<file path="config.mk">
export PLATFORM = sky130hd
export DESIGN_NAME = fetch_stage_flat
export DESIGN_NICKNAME = d
export VERILOG_FILES = /design/src/rtl/cpu_pkg.sv /design/src/rtl/fetch_stage_if.sv /design/src/rtl/if_id_reg.sv /design/src/rtl/fetch_stage.sv /design/src/flat_wrapper.sv
export SDC_FILE = /design/constraint.sdc
export NUM_CORES = 1
export LEC_CHECK = 0
export CAP_MARGIN = 5
export CORE_MARGIN = 5
export CORE_UTILIZATION = 53
export DETAILED_ROUTE_END_ITERATION = 8
export DONT_BUFFER_PORTS = 1
export PLACE_DENSITY = 0.79
export SLEW_MARGIN = 20
export SYNTH_ARGS = -nofsm -noshare
export SYNTH_HDL_FRONTEND = slang
export SYNTH_SLANG_ARGS = --single-unit
export TNS_END_PERCENT = 20
</file>
<file path="constraint.sdc">
create_clock -name clk -period 5.8 [get_ports clk]
set_input_delay 1.74 -clock clk [delete_from_list [all_inputs] [get_ports clk]]
set_output_delay 1.74 -clock clk [all_outputs]
set_load 0.03 [all_outputs]
</file>
<file path="src/rtl/cpu_pkg.sv">
// Shared definitions for the instruction-fetch slice: fetch FSM states,
// the IF/ID entry layout, default vectors and the PC step.
package cpu_pkg;

  typedef enum logic [1:0] {
    S_IDLE = 2'd0,
    S_REQ  = 2'd1,
    S_HOLD = 2'd2
  } fetch_state_t;

  localparam logic [31:0] NOP            = 32'h0000_0000;
  localparam logic [31:0] DEF_RESET_PC   = 32'h0000_0000;
  localparam logic [31:0] DEF_EXC_VECTOR = 32'h0000_0180;
  localparam logic [31:0] PC_INC         = 32'd4;

  // One IF/ID (or skid) entry.
  typedef struct packed {
    logic [31:0] inst;
    logic [31:0] pc;
    logic [31:0] pc4;
    logic        valid;
  } if_id_t;

endpackage

</file>
<file path="src/rtl/fetch_stage_if.sv">
// Instruction-memory request/ready port.
//   req   : fetch request, held with stable addr until ready
//   addr  : word-aligned fetch address
//   ready : rdata valid this cycle, completes the request
//   rdata : fetched instruction
interface fetch_stage_if;
  logic        req;
  logic [31:0] addr;
  logic        ready;
  logic [31:0] rdata;

  modport master (output req, addr, input ready, rdata);
  modport slave  (input req, addr, output ready, rdata);
endinterface

</file>
<file path="src/rtl/if_id_reg.sv">
// IF/ID pipeline register plus a one-entry skid buffer.
//   ld_mem   : load {mem_inst, mem_pc, mem_pc+4, valid}
//   ld_skid  : load from the skid entry (if it holds one)
//   hold     : keep contents; otherwise the register takes a bubble
//   skid_wr  : capture the memory word into the skid
//   skid_clr : drop the skid entry
//   q        : current IF/ID contents
module if_id_reg import cpu_pkg::*; #(
  parameter logic [31:0] RESET_PC = DEF_RESET_PC
) (
  input  logic        clk,
  input  logic        rst_n,
  input  logic        ld_mem,
  input  logic        ld_skid,
  input  logic        hold,
  input  logic        skid_wr,
  input  logic        skid_clr,
  input  logic [31:0] mem_inst,
  input  logic [31:0] mem_pc,
  output if_id_t      q
);

  if_id_t in_ent;
  if_id_t skid;

  always_comb begin
    in_ent       = '0;
    in_ent.inst  = mem_inst;
    in_ent.pc    = mem_pc;
    in_ent.pc4   = mem_pc + PC_INC;  // wraps at 32 bits
    in_ent.valid = 1'b1;
  end

  always_ff @(posedge clk or negedge rst_n) begin
    if (!rst_n) begin
      q    <= '{inst: NOP, pc: RESET_PC, pc4: RESET_PC + PC_INC, valid: 1'b0};
      skid <= '0;
    end else begin
      if (ld_mem)                    q <= in_ent;
      else if (ld_skid && skid.valid) q <= skid;
      else if (!hold) begin
        // bubble keeps the old pc so id_pc stays meaningful for debug
        q.inst  <= NOP;
        q.valid <= 1'b0;
      end

      if (skid_clr)     skid.valid <= 1'b0;
      else if (skid_wr) skid       <= in_ent;
      else if (ld_skid) skid.valid <= 1'b0;
    end
  end

endmodule

</file>
<file path="src/rtl/fetch_stage.sv">
// MIPS instruction-fetch stage: owns the PC, drives the imem port and
// feeds the IF/ID register. Handles stalls (via skid), ID redirects,
// exception entry and eret, dropping wrong-path fetches.
//   clk, rst_n            : clock, async active-low reset
//   imem                  : instruction-memory master port
//   id_stall              : hold IF/ID
//   id_redirect/id_target : branch/jump redirect from ID
//   exc_take              : redirect to EXC_VECTOR
//   eret_take/epc         : redirect to epc
//   id_inst/pc/pc4/valid  : IF/ID contents to the decoder
module fetch_stage import cpu_pkg::*; #(
  parameter logic [31:0] RESET_PC   = DEF_RESET_PC,
  parameter logic [31:0] EXC_VECTOR = DEF_EXC_VECTOR
) (
  input  logic        clk,
  input  logic        rst_n,
  fetch_stage_if.master imem,
  input  logic        id_stall,
  input  logic        id_redirect,
  input  logic [31:0] id_target,
  input  logic        exc_take,
  input  logic        eret_take,
  input  logic [31:0] epc,
  output logic [31:0] id_inst,
  output logic [31:0] id_pc,
  output logic [31:0] id_pc4,
  output logic        id_valid
);

  fetch_state_t state;
  logic [31:0]  pc;        // next address to fetch
  logic [31:0]  req_addr;  // address of the request on the bus
  logic         req_q;
  logic         discard;   // outstanding request is wrong-path

  logic         redir;
  logic [31:0]  target;
  logic         accept;
  logic         ld_mem, ld_skid, hold, skid_wr;
  if_id_t       q;

  assign imem.req  = req_q;
  assign imem.addr = req_addr;

  assign redir = exc_take | eret_take | id_redirect;

  always_comb begin
    target = id_target;
    if (exc_take)       target = EXC_VECTOR;
    else if (eret_take) target = epc;
  end

  assign accept  = (state == S_REQ) && imem.ready;
  assign ld_mem  = accept && !discard && !id_stall && !redir;
  assign skid_wr = accept && !discard &&  id_stall && !redir;
  assign ld_skid = (state == S_HOLD) && !id_stall && !redir;
  // a redirect always bubbles IF/ID, even under stall
  assign hold    = id_stall && !redir;

  always_ff @(posedge clk or negedge rst_n) begin
    if (!rst_n) begin
      state    <= S_IDLE;
      pc       <= RESET_PC;
      req_addr <= RESET_PC;
      req_q    <= 1'b0;
      discard  <= 1'b0;
    end else begin
      case (state)
        S_IDLE: begin
          state <= S_REQ;
          req_q <= 1'b1;
          if (redir) begin
            pc       <= target;
            req_addr <= target;
          end
        end
        S_REQ: begin
          if (redir) begin
            pc <= target;
            if (imem.ready) begin
              // data this cycle is simply dropped; nothing left in flight
              req_addr <= target;
              discard  <= 1'b0;
            end else begin
              // address must stay stable until ready; drop that beat later
              discard  <= 1'b1;
            end
          end else if (imem.ready) begin
            if (discard) begin
              discard  <= 1'b0;
              req_addr <= pc;
            end else begin
              pc       <= req_addr + PC_INC;
              req_addr <= req_addr + PC_INC;
              if (id_stall) begin
                state <= S_HOLD;
                req_q <= 1'b0;
              end
            end
          end
        end
        S_HOLD: begin
          if (redir) begin
            pc       <= target;
            req_addr <= target;
            state    <= S_REQ;
            req_q    <= 1'b1;
          end else if (!id_stall) begin
            state <= S_REQ;
            req_q <= 1'b1;
          end
        end
        default: begin
          state <= S_IDLE;
          req_q <= 1'b0;
        end
      endcase
    end
  end

  if_id_reg #(.RESET_PC(RESET_PC)) u_if_id (
    .clk      (clk),
    .rst_n    (rst_n),
    .ld_mem   (ld_mem),
    .ld_skid  (ld_skid),
    .hold     (hold),
    .skid_wr  (skid_wr),
    .skid_clr (redir),
    .mem_inst (imem.rdata),
    .mem_pc   (req_addr),
    .q        (q)
  );

  assign id_inst  = q.inst;
  assign id_pc    = q.pc;
  assign id_pc4   = q.pc4;
  assign id_valid = q.valid;

endmodule

</file>
<file path="src/flat_wrapper.sv">
// flat-port wrapper written by rule: the top's interface ports become plain ports
module fetch_stage_flat import cpu_pkg::*;
#(
  parameter logic [31:0] RESET_PC   = DEF_RESET_PC,
  parameter logic [31:0] EXC_VECTOR = DEF_EXC_VECTOR
)
  (clk, rst_n, id_stall, id_redirect, id_target, exc_take, eret_take, epc, id_inst, id_pc, id_pc4, id_valid, imem_req, imem_addr, imem_ready, imem_rdata);
  fetch_stage_if imem_i ();
  input  logic clk;
  input  logic rst_n;
  input  logic id_stall;
  input  logic id_redirect;
  input  logic [31:0] id_target;
  input  logic exc_take;
  input  logic eret_take;
  input  logic [31:0] epc;
  output logic [31:0] id_inst;
  output logic [31:0] id_pc;
  output logic [31:0] id_pc4;
  output logic id_valid;
  output wire logic [$bits(imem_i.req)-1:0] imem_req;
  output wire logic [$bits(imem_i.addr)-1:0] imem_addr;
  input wire logic [$bits(imem_i.ready)-1:0] imem_ready;
  input wire logic [$bits(imem_i.rdata)-1:0] imem_rdata;
  assign imem_req = imem_i.req;
  assign imem_addr = imem_i.addr;
  assign imem_i.ready = imem_ready;
  assign imem_i.rdata = imem_rdata;
  fetch_stage #(.RESET_PC(RESET_PC), .EXC_VECTOR(EXC_VECTOR)) u_core (.clk(clk), .rst_n(rst_n), .imem(imem_i), .id_stall(id_stall), .id_redirect(id_redirect), .id_target(id_target), .exc_take(exc_take), .eret_take(eret_take), .epc(epc), .id_inst(id_inst), .id_pc(id_pc), .id_pc4(id_pc4), .id_valid(id_valid));
endmodule
</file>
# After elaboration in Yosys (flattened, before gate mapping)
# Index checks and enable logic that the tools add are counted.
[totals]
regBits = 262
inputBits = 103
output_inout_bits = 130
[op_classes]
add_sub_neg = 1
eq_ne = 10
mux = 36
bitwise = 3
n_reduce_logical = 24
[op_table]
columns = ["op", "n"]
rows = [
  ["32-bit two-way mux", 10],
  ["32-bit one-hot mux with 2 select lines", 2],
  ["97-bit two-way mux", 1],
  ["64-bit two-way mux", 1],
  ["32-bit by 3-bit adder with 32-bit output, second input constant", 1],
  ["1-bit two-way mux", 14],
  ["2-bit two-way mux", 6],
  ["1-bit logical AND", 10],
  ["2-bit inequality test, second input constant", 4],
  ["3-bit by 2-bit inequality test with 1-bit output, second input constant", 2],
  ["2-bit one-hot mux with 3 select lines", 1],
  ["3-bit AND reduction", 2],
  ["2-bit nonzero test", 3],
  ["5-bit AND reduction", 1],
  ["2-bit AND reduction", 2],
  ["1-bit zero test", 3],
  ["3-bit by 1-bit inequality test with 1-bit output, second input constant", 1],
  ["1-bit one-hot mux with 3 select lines", 1],
  ["3-bit nonzero test", 1],
  ["2-bit by 1-bit equality test with 1-bit output, second input constant", 1],
  ["2-bit equality test, second input constant", 1],
  ["2-bit zero test", 1],
  ["2-bit by 1-bit inequality test with 1-bit output, second input constant", 1],
  ["1-bit bitwise OR", 2],
  ["2 further kinds", 2],
]

# Depth between registers and ports, before layout
# Gate-level depths: netlist of run 1.
[logic_depth]
ltp_word = 7
depth_mapped = 10
mapped_depth_nobuf = 6

# Hierarchy
# Synthesis of run 1 repeated with hierarchy kept, for this count alone.
[unflattened]
hier_cells = 1426
area_unflattened_um2 = 12852.3
[by_module_without_submodules]
columns = ["mod", "n_inst", "cells_each", "area_per_inst_um2", "seq_area_each_um2"]
rows = [
  ["if_id_reg", 1, 934, 8565.7, 4755.8],
  ["fetch_stage", 1, 492, 4286.6, 1676.6],
]

# Worst setup path before layout of run 1
# No wires, ideal clock.
[synth_path]
path_type = "input to register"
start = "input exc_take"
end = "register u_core.u_if_id.skid[26] in the netlist's numbering"
setup_time_ns = 0.134
arrival_time_ns = 3.398
setup_slack_ns = 2.267
cell_stages = 10
n_path_buf = 5
cell_sequence = "clkbuf_1 > nor3_2 > and2_1 > buf_2 > nand2_1 > clkbuf_1 > buf_2 > clkbuf_1 > nand2_1 > o21ai_0"
[synth_via]
elab_chain_len = 5
elab_cells_between_ends = 6
cone_classes = "3 x bitwise; 3 x reduce/logical"
[synth_rtl]
columns = ["element", "line", "source"]
rows = [
  ["start: declaration", "flat_wrapper.sv:14", "input logic exc_take;"],
  ["1-bit bitwise OR (*) (2 in a row)", "fetch_stage.sv:45", "assign redir = exc_take | eret_take | id_redirect;"],
  ["1-bit zero test", "fetch_stage.sv:55", "assign skid_wr = accept && !discard && id_stall && !redir;"],
  ["1-bit logical AND", "fetch_stage.sv:55", ""],
  ["2-bit AND reduction (no line) (*)", "-", ""],
  ["end signal: assignment", "if_id_reg.sv:48", "else if (skid_wr) skid <= in_ent;"],
  ["end: declaration", "if_id_reg.sv:24", "if_id_t skid;"],
]
# Every way passes the cells marked *; elsewhere a longest branch is shown, timed or not.
# A chain may end at the register's enable or synchronous reset.

# Worst setup path after layout of run 1
[layout_path]
start = "input eret_take"
end = "register u_core.u_if_id.skid[51] in the netlist's numbering"
[layout_via]
elab_chain_len = 5
elab_cells_between_ends = 6
cone_classes = "3 x bitwise; 3 x reduce/logical"
[layout_rtl]
columns = ["element", "line", "source"]
rows = [
  ["start: declaration", "flat_wrapper.sv:15", "input logic eret_take;"],
  ["1-bit bitwise OR (*) (2 in a row)", "fetch_stage.sv:45", ""],
  ["1-bit zero test", "fetch_stage.sv:55", ""],
  ["1-bit logical AND", "fetch_stage.sv:55", ""],
  ["2-bit AND reduction (no line) (*)", "-", ""],
]
# Marks and branches as above.

==> impl_metrics.yaml, run 1 <==
run_status:
  status: "complete, no violations"
synthesis:
  yosys_register_bits: 257
  async_flop_share: 1.00
  syn-cell-area_mm2: 0.0121
  yosys-top-cells-area: "dfrtp_1 53%, mux2_2 7.1%, o21ai_0 4.2%, nor2_1 3.7%, a22oi_1 2.7%"
  synth_cell_type_count: 65
  synth_seq_area_share: 0.534
  synth_edf_count: 0
  synth_top_area_cell: "dfrtp_1"
  avgSynthCellArea_um2: 10.4
  synth.cells.most_frequent: "256 x dfrtp_1, 120 x nor2_1, 100 x o21ai_0"
  syn_inst: 1159
  synth.most_common_cell: "dfrtp_1"
  yosys_warnings: 0
  synth.top_cell.area_share: 0.531
  leading_register_cell_type_out_of_synthesis: "dfrtp_1"
  net_count_of_the_mapped_netlist: 1263
pwr:
  p_per_area_mw_per_mm2: 379
  power.ir.vdd_worst_v: 0.000234
  cellLeakagePower_nw: 5.81
worst_setup_path:
  critPathSlowestCell: "nor3_2"
  crit_path_end_kind: "register"
  crit_path_max_incr_delay_ns: 0.62
  crit_type: "in2reg"
  crit_path_cell_trace: "nor3_2 -> and2_1 -> nand2_4 -> buf_4 -> mux2_2"
  crit_arrival_ns: 4.08
  timing.critical_path.required_ns: 6.21
  crit_path_max_fanout: 85
  timing.critical_path.from_type: "primary input"
cts:
  tritoncts_clock_tree: "built"
  cts.repair.resized: 0
  htreeDepth: 1
  cts_root_buffer: "clkbuf_16"
  worst_skew_pair.late_latency_ns: 0.54
  cts.clk_slew.worst_paths_ns: 0.06
  cts.sink_count: 257
  clk_path_buf_depth: 3
  cts-buffers-inserted: 27
  cts_post_setup_buffers_inserted: 0
  post_cts_hold_buffer_count: 0
placement:
  gpl.final_weighted_congestion: 0.880
  hpwl_mm: 21.3
  numPlacedInstances: 1329
  port-buffer-count: 0
finish:
  fin_cells: 1380
  num-nets-final: 1177
  fillerInstances: 1810
  area.growth.synth_to_final_pct: 6.12
  fraction_of_final_layout_cells_sized_beyond_drive_strength_1: 0.140
floorplan:
  die_h_um: 161
  top_level_ports: 233
  core_mm2: 0.0225
  die-area_mm2: 0.0259
  rows: 55
  chipWidth_um: 161
  start_util: 0.536
route:
  drc: 0
  dr.pass1.iters: 7
  via_per_inst: 6.58
  vias: 9084
  drtIter0Drc: 1017
  postRouteAntennaNets: 0
  wl_per_cell_um: 23.8
  totalWireLength_mm: 32.9
min_path:
  worst_hold_path_type: "reg2reg"
timing:
  timing.clock.skew_ns: 0.0114
  layout_worst_path_cycle_share: 0.631
  max_slew.worst_pin.slew_ns: 1.07
  maxSlewHeadroom: 0.285
  total_negative_slack_ns: 0
  finalMaxSlewViolations: 0
  finalSetupViolCount: 0
  grt_setup_unrepaired: "no"
  report.final.hold_viol_count: 0
  period_needed_ns: 3.66
  achievable-frequency_ghz: 0.273
grt:
  grtUsageTotal: 0.246
  antenna_found_initial: 2
  gr-total-overflow: 0
  grt_start_max_net_pins: 258
  grt_first_pass_wirelength_mm: 51.6
  first_global_vias: 9053
job:
  drv.max_cap_violation_count: 0
[logic make-up (layout without fill, tap and decap cells)]
logic type,count (synthesis),count (layout),synth area share
flip-flops,257,257,0.534
other,0,2,0
adder cells (fa/ha/maj),1,1,0.00104
buffers and inverters,166,100,0.0645
XOR/XNOR,25,25,0.0182
AND/OR/NAND/NOR,291,291,0.114
AO/OA/AOI/OAI,319,319,0.177
multiplexers,100,100,0.0909
[per-stage QoR]
stage / total power [mW] / setup slack (ns) / util / instance area (um^2) / hold slack (ns)
finish: 4.84 / 2.14 / 0.568 / 12800 / 0.480
detailed placement: 3.19 / 1.62 / 0.530 / 11900 / 0.471
floorplan: 3.06 / 2.27 / - / 12100 / 0.444
global route: 5.04 / 2.03 / 0.568 / 12800 / 0.498
CTS: 4.86 / 2.15 / 0.568 / 12800 / 0.484
global placement: 3.15 / 1.73 / 0.530 / 11900 / 0.457
[routing by layer]
layer	GRT usage	vias to the layer above	share of wire
li1	-	4007	-
met1	0.325	4530	0.39
met2	0.395	470	0.48
met3	0.0631	77	0.098
met4	0.0915	0	0.035
met5	0	-	0
[flip-flops by register name (all words and copies together) (netlist names)]
signal / cells
u_core.imem.addr: 32
u_core.discard: 1
u_core.u_if_id.q: 95
u_core.u_if_id.skid: 95
u_core.state: 2
u_core.pc: 32
[path summary, 6_finish.rpt]
path	slack, ns	end	from	cells after the start
min in group asynchronous	0.91	u_core.u_if_id.q[20]	rst_n	0
max in group asynchronous	4.37	u_core.u_if_id.q[38]	rst_n	0
worst max-delay path	2.14	u_core.u_if_id.skid[51]	eret_take	5
worst min-delay path	0.48	u_core.u_if_id.skid[35]	u_core.u_if_id.skid[35]	2
worst max register to register	2.62	u_core.imem.addr[30]	u_core.state[0]	5
worst min register to register	0.48	u_core.u_if_id.skid[35]	u_core.u_if_id.skid[35]	2
[power breakdown]
group | switching (mW) | internal [mW]
registers | 0.575 | 2.09
logic | 0.251 | 0.243
clock network | 0.717 | 0.966
[final cells by class]
| cell class | instances | area, um^2 | share of cell area |
|---|---|---|---|
| Antenna cell | 2 | 5.00 | 0.000391 |
| Multi-Input combinational cell | 736 | 4900 | 0.383 |
| Inverter | 40 | 150 | 0.0117 |
| Sequential cell | 257 | 6430 | 0.503 |
| Timing Repair Buffer | 11 | 82.6 | 0.00646 |
| Clock buffer | 38 | 767 | 0.0600 |
| Tap cell | 285 | 357 | 0.0279 |
| Clock inverter | 11 | 93.8 | 0.00734 |
[worst max-delay path, delay by kind of cell]
family	cells	cell delay (ns)
mux	1	0.33
simple gates	3	1.45
buf+inv	1	0.52
[cell usage in the layout, fill, tap and decap left out, drive strengths merged, types with 14 or more instances in the layout]
master	n
inv	41
nand2	79
nor3	18
o21ai	100
o22ai	44
clkbuf	38
mux2i	24
mux2	76
a22oi	44
xnor2	16
nand3	14
nor2	120
a21oi	32
dfrtp	256
a222oi	32
Note: power is estimated with default switching activity, not from simulation.
==> run 2, diff against run 1 <==
clock period = 3.75 ns   (was 5.8 ns; I/O delays follow)
==> run 2 against run 1 <==
  * The flow now finishes with violations (DRC)
  * Sequential power is 53% higher
  * Critical path depth stayed put
  * Critical endpoint is now u_core.u_if_id.q[20]
  * Setup slack worse by 1.2 ns
  * Power is 57% higher
  * Global-route usage is 0.58 points higher
  * Sequential share of layout area is 0.75 points lower
  * Clock skew is 0.0072 ns higher
  * Non-clock buffer count is 19 higher
  * Via count is 2.3% higher
  * Largest power group unchanged
  * Largest cell class unchanged
==> impl_metrics.yaml, run 2 (synthesis gave the netlist of run 1 again) <==
worst_setup_path:
  crit_path_cell_trace: "nand4_1 -> or4_1 -> or2_1 -> xnor2_1 -> o21ai_0"
  worst_setup_path_startpoint: "u_core.imem.addr[9]"
  timing.critical_path.required_ns: 4.13
  reg2reg_setup_slack_ns: 0.90
  timing.critical_path.from_type: "register"
  critPathSlowestCell: "dfrtp_1"
  worst_r2r_startpoint: "u_core.imem.addr[9]"
  crit_path_max_incr_delay_ns: 0.84
  crit_type: "reg2reg"
  worst_path_dominant_cell_family: "simple AND/OR/NAND/NOR gates"
  crit_arrival_ns: 3.23
  crit_path_max_fanout: 12
  worst_r2r_path_depth: 5
  crit_path_end_kind: "register"
  worst-path-buf-inv: 0
  timing.rr.end: "u_core.u_if_id.q[20]"
floorplan:
  top_level_ports: 233
  die-area_mm2: 0.0259
  chipWidth_um: 161
  rows: 55
  core_mm2: 0.0225
  die_h_um: 161
  start_util: 0.536
timing:
  grt_setup_unrepaired: "no"
  timing.clock.skew_ns: 0.0186
  total_negative_slack_ns: 0
  setup_slack_ns: 0.898
  period_needed_ns: 2.85
  maxSlewHeadroom: 0.406
  achievable-frequency_ghz: 0.351
  finalSetupViolCount: 0
  report.final.hold_viol_count: 0
  finalMaxSlewViolations: 0
  max_slew.worst_pin.slew_ns: 0.890
  layout_worst_path_cycle_share: 0.761
finish:
  area.growth.synth_to_final_pct: 7.73
  layout_top_registers: "u_core.u_if_id.q: 95 flops, u_core.u_if_id.skid: 95 flops"
  fillerInstances: 1830
  design_area_mm2: 0.0130
  mostFrequentLayoutCell: "dfrtp_1"
  mostFrequentLayoutCells: "256 x dfrtp_1, 119 x nor2_1, 100 x o21ai_0"
  multiInputGateArea_mm2: 0.00490
  num-nets-final: 1196
  fraction_of_final_layout_cells_sized_beyond_drive_strength_1: 0.156
  fin_cells: 1397
  regArea_mm2: 0.00643
route:
  dr.pass1.iters: 9
  via_per_inst: 6.65
  drc: 5
  totalWireLength_mm: 33.4
  postRouteAntennaNets: 0
  drtIter0Drc: 1222
  vias: 9292
  wl_per_cell_um: 23.9
cts:
  cts_root_buffer: "clkbuf_16"
  cts_post_setup_buffers_inserted: 0
  cts.repair.resized: 0
  cts-buffers-inserted: 27
  clk_path_buf_depth: 3
  tritoncts_clock_tree: "built"
  worst_skew_pair.late_latency_ns: 0.54
  post_cts_hold_buffer_count: 0
  cts.clk_slew.worst_paths_ns: 0.07
  cts.sink_count: 257
  htreeDepth: 1
run_status:
  violations: "DRC"
  status: "finished with violations"
placement:
  gpl.final_weighted_congestion: 0.885
  numPlacedInstances: 1348
  placed_cell_area_mm2: 0.0121
  port-buffer-count: 0
  placement.setup.worst_slack_ns: 0.813
  hpwl_mm: 21.9
min_path:
  worst_hold_path_type: "in2async"
pwr:
  cellLeakagePower_nw: 5.95
  power.switching_fraction: 0.312
  total_power_mw: 7.63
  internal-power_mw: 5.25
  share_comb_of_total_power: 0.110
  seq_power_share: 0.536
  clockPowerShare: 0.355
  switchingPower_mw: 2.38
  power.ir.vdd_worst_v: 0.000367
  p_per_area_mw_per_mm2: 587
grt:
  grt_start_max_net_pins: 258
  grtUsageTotal: 0.252
  grt_first_pass_wirelength_mm: 53.0
  first_global_vias: 9242
  antenna_found_initial: 1
  gr-total-overflow: 0
job:
  drv.max_cap_violation_count: 0
-- run 2: cell types whose count changed in the layout (fill, tap and decap cells not counted), moves of 2 or more --
| cell | before | now |
|---|---|---|
| buf_12 | 0 | 2 |
| buf_4 | 11 | 28 |
| clkinv_2 | 5 | 8 |
| clkinvlp_4 | 4 | 1 |
| clkbuf_1 | 6 | 4 |
| bufinv_16 | 1 | 3 |
-- run 2: through the flow --
step                hold slack [ns]   util
finish                        0.293  0.577
floorplan                     0.444      -
global placement              0.457  0.537
global route                  0.279  0.577
CTS                           0.286  0.577
detailed placement            0.470  0.537
-- run 2: routing by layer --
| layer | wire, um | up-vias | GRT usage |
|---|---|---|---|
| met5 | 0 | - | 0 |
| met4 | 1070 | 0 | 0.0892 |
| met3 | 3160 | 80 | 0.0529 |
| met2 | 16200 | 501 | 0.407 |
| met1 | 13000 | 4657 | 0.340 |
| li1 | - | 4054 | - |
-- run 2: power by group through the flow --
| stage | combinational, mW | clock, mW | sequential, mW |
|---|---|---|---|
| floorplan | 0.874 | 0 | 3.86 |
| global placement | 0.789 | 0 | 4.10 |
| detailed placement | 0.831 | 0 | 4.13 |
| CTS | 0.836 | 2.75 | 4.08 |
| global route | 0.935 | 2.87 | 4.14 |
| finish | 0.836 | 2.71 | 4.09 |
-- run 2: how the worst max path moves through the flow --
stage                                    endpoint  slack [ns]  depth (start not counted)
after floorplan           u_core.u_if_id.skid[26]        0.83                         10
after global placement    u_core.u_if_id.skid[88]        0.86                          6
after detailed placement  u_core.u_if_id.skid[80]        0.81                          6
after CTS                    u_core.u_if_id.q[20]        0.92                          5
after global routing         u_core.u_if_id.q[20]        0.77                          5
final                        u_core.u_if_id.q[20]        0.90                          5
-- run 2: area by class of cell --
cell class	instances	area share
timing repair buffer	30	0.0193
sequential	257	0.495
clock inverter	12	0.0106
antenna	1	0.000193
multi-input combinational	736	0.377
clock buffer	36	0.0585
tap	285	0.0275
inverter	40	0.0116
==> run 3, diff against run 2 <==
clock period = 2.68 ns   (was 3.75 ns; I/O delays follow)
==> run 3 against run 2 <==
  * The flow finishes with violations (hold timing)
  * Final area grew 2.7%
  * Clock power grew 40%
  * Non-clock buffer count is 41 higher
  * Core utilization rose by 1.6 points
  * Flip-flop and latch count unchanged
  * Count of clock-buffer cells in the layout increased by 3
  * Clock skew down 0.0057 ns
  * Critical path depth is the same
  * Combinational power is 77% higher
  * Power grew 41%
  * Critical path type unchanged
  * Largest cell class unchanged
==> impl_metrics.yaml, run 3 (synthesis gave the netlist of run 1 again) <==
placement:
  gpl.final_weighted_congestion: 0.950
  hpwl_mm: 23.0
  placement.setup.worst_slack_ns: 0.162
  placed_cell_area_mm2: 0.0124
  port-buffer-count: 0
  numPlacedInstances: 1389
grt:
  antenna_found_initial: 1
  use_met3: 0.0644
  globalRoute.busiestLayer: "met2"
  first_global_vias: 9494
  use_met2: 0.407
  gr-total-overflow: 0
  grtUsageTotal: 0.253
  gr-usage-met1: 0.336
  grt_first_pass_wirelength_mm: 53.1
  grt_start_max_net_pins: 258
route:
  drc: 0
  totalWireLength_mm: 34.0
  vias: 9417
  postRouteAntennaNets: 0
  drtIter0Drc: 1249
  via_per_inst: 6.55
  dr.pass1.iters: 9
  wl_per_cell_um: 23.7
timing:
  maxSlewHeadroom: 0.418
  achievable-frequency_ghz: 0.412
  holdWs_ns: -0.0325
  total_negative_slack_ns: 0
  period_needed_ns: 2.43
  finalMaxSlewViolations: 0
  max_slew.worst_pin.slew_ns: 0.871
  setup_slack_ns: 0.252
  timing.clock.skew_ns: 0.0129
  layout_worst_path_cycle_share: 0.906
  report.final.hold_viol_count: 23
  grt_setup_unrepaired: "no"
  finalSetupViolCount: 0
worst_setup_path:
  crit_path_cell_trace: "buf_4 -> nor4b_2 -> nand2_1 -> o31a_1 -> o22ai_1"
  crit_path_max_fanout: 15
  critPathSlowestCell: "dfrtp_1"
  crit_type: "reg2reg"
  timing.critical_path.from_type: "register"
  crit_path_max_incr_delay_ns: 0.62
  worst_path_dominant_cell_family: "simple AND/OR/NAND/NOR gates"
  worst-path-buf-inv: 1
  crit_path_end_kind: "register"
  crit_arrival_ns: 2.89
  worst_r2r_path_depth: 5
  cp_depth: 5
  timing.critical_path.required_ns: 3.14
cts:
  cts.clk_slew.worst_paths_ns: 0.06
  clk_path_buf_depth: 3
  cts_root_buffer: "clkbuf_16"
  htreeDepth: 1
  cts-buffers-inserted: 27
  worst_skew_pair.late_latency_ns: 0.54
  cts.sink_count: 257
  tritoncts_clock_tree: "built"
pwr:
  power.ir.vdd_worst_v: 0.000661
  p_per_area_mw_per_mm2: 809
  total_power_mw: 10.8
  cellLeakagePower_nw: 6.16
floorplan:
  die_h_um: 161
  chipWidth_um: 161
  die-area_mm2: 0.0259
  top_level_ports: 233
  core_mm2: 0.0225
  rows: 55
  start_util: 0.536
finish:
  regArea_mm2: 0.00643
  fin_cells: 1438
  fillerInstances: 1803
  mostFrequentLayoutCell: "dfrtp_1"
  design_area_mm2: 0.0133
  fraction_of_final_layout_cells_sized_beyond_drive_strength_1: 0.185
  layout_top_registers: "u_core.u_if_id.q: 95 flops, u_core.u_if_id.skid: 95 flops"
  multiInputGateArea_mm2: 0.00490
  num-nets-final: 1237
  layout.core_utilization: 0.593
  mostFrequentLayoutCells: "256 x dfrtp_1, 119 x nor2_1, 100 x o21ai_0"
  area.growth.synth_to_final_pct: 10.6
min_path:
  worst_hold_path_type: "in2async"
job:
  drv.max_cap_violation_count: 0
run_status:
  status: "finished with violations"
  violations: "hold timing"
## run 3: cell count changes in the layout (fill, tap and decap cells not counted)
cell / previous run / this run
buf_4: 28 / 66
clkinv_2: 8 / 3
buf_12: 2 / 5
clkbuf_8: 5 / 7
bufinv_16: 3 / 2
clkbuf_1: 4 / 5
clkinvlp_4: 1 / 2
inv_6: 0 / 1
inv_8: 0 / 1
## run 3: routing by layer
metal / share of wire / wire length [um]
met2: 0.48 / 16200
met5: 0 / 0
met1: 0.40 / 13500
met4: 0.032 / 1080
met3: 0.097 / 3300
## run 3: power by group
group          internal (mW)  switching (mW)  total, mW  leakage [nW]
sequential              4.53           0.985       5.52          3.32
clock                   2.24            1.55       3.79         0.440
combinational          0.631           0.848       1.48          2.40
total                   7.40            3.38       10.8          6.16
## run 3: what timing repair did
item | in CTS | in global routing
hold endpoints to repair | 256 | 252
gates resized for setup | 0 | 0
setup buffers | 0 | 0
## run 3: path summary, 6_finish.rpt
path / from / endpoint / slack [ns]
max: u_core.state[0] / u_core.imem.addr[19] / 0.25
min: rst_n / u_core.u_if_id.q[49] / -0.03
max reg2reg: u_core.state[0] / u_core.imem.addr[19] / 0.25
min reg2reg: u_core.u_if_id.skid[25] / u_core.u_if_id.skid[25] / 0.48
max in group asynchronous: rst_n / u_core.u_if_id.q[4] / 2.11
min in group clk: imem_ready / u_core.discard / 0.36
## run 3: layout make-up
type                       instances  share of cell area
antenna                            1            0.000188
clock inverter                     9             0.00826
tap                              285              0.0267
clock buffer                      39              0.0593
sequential                       257               0.482
timing repair buffer              71              0.0447
inverter                          40              0.0113
multi-input combinational        736               0.367
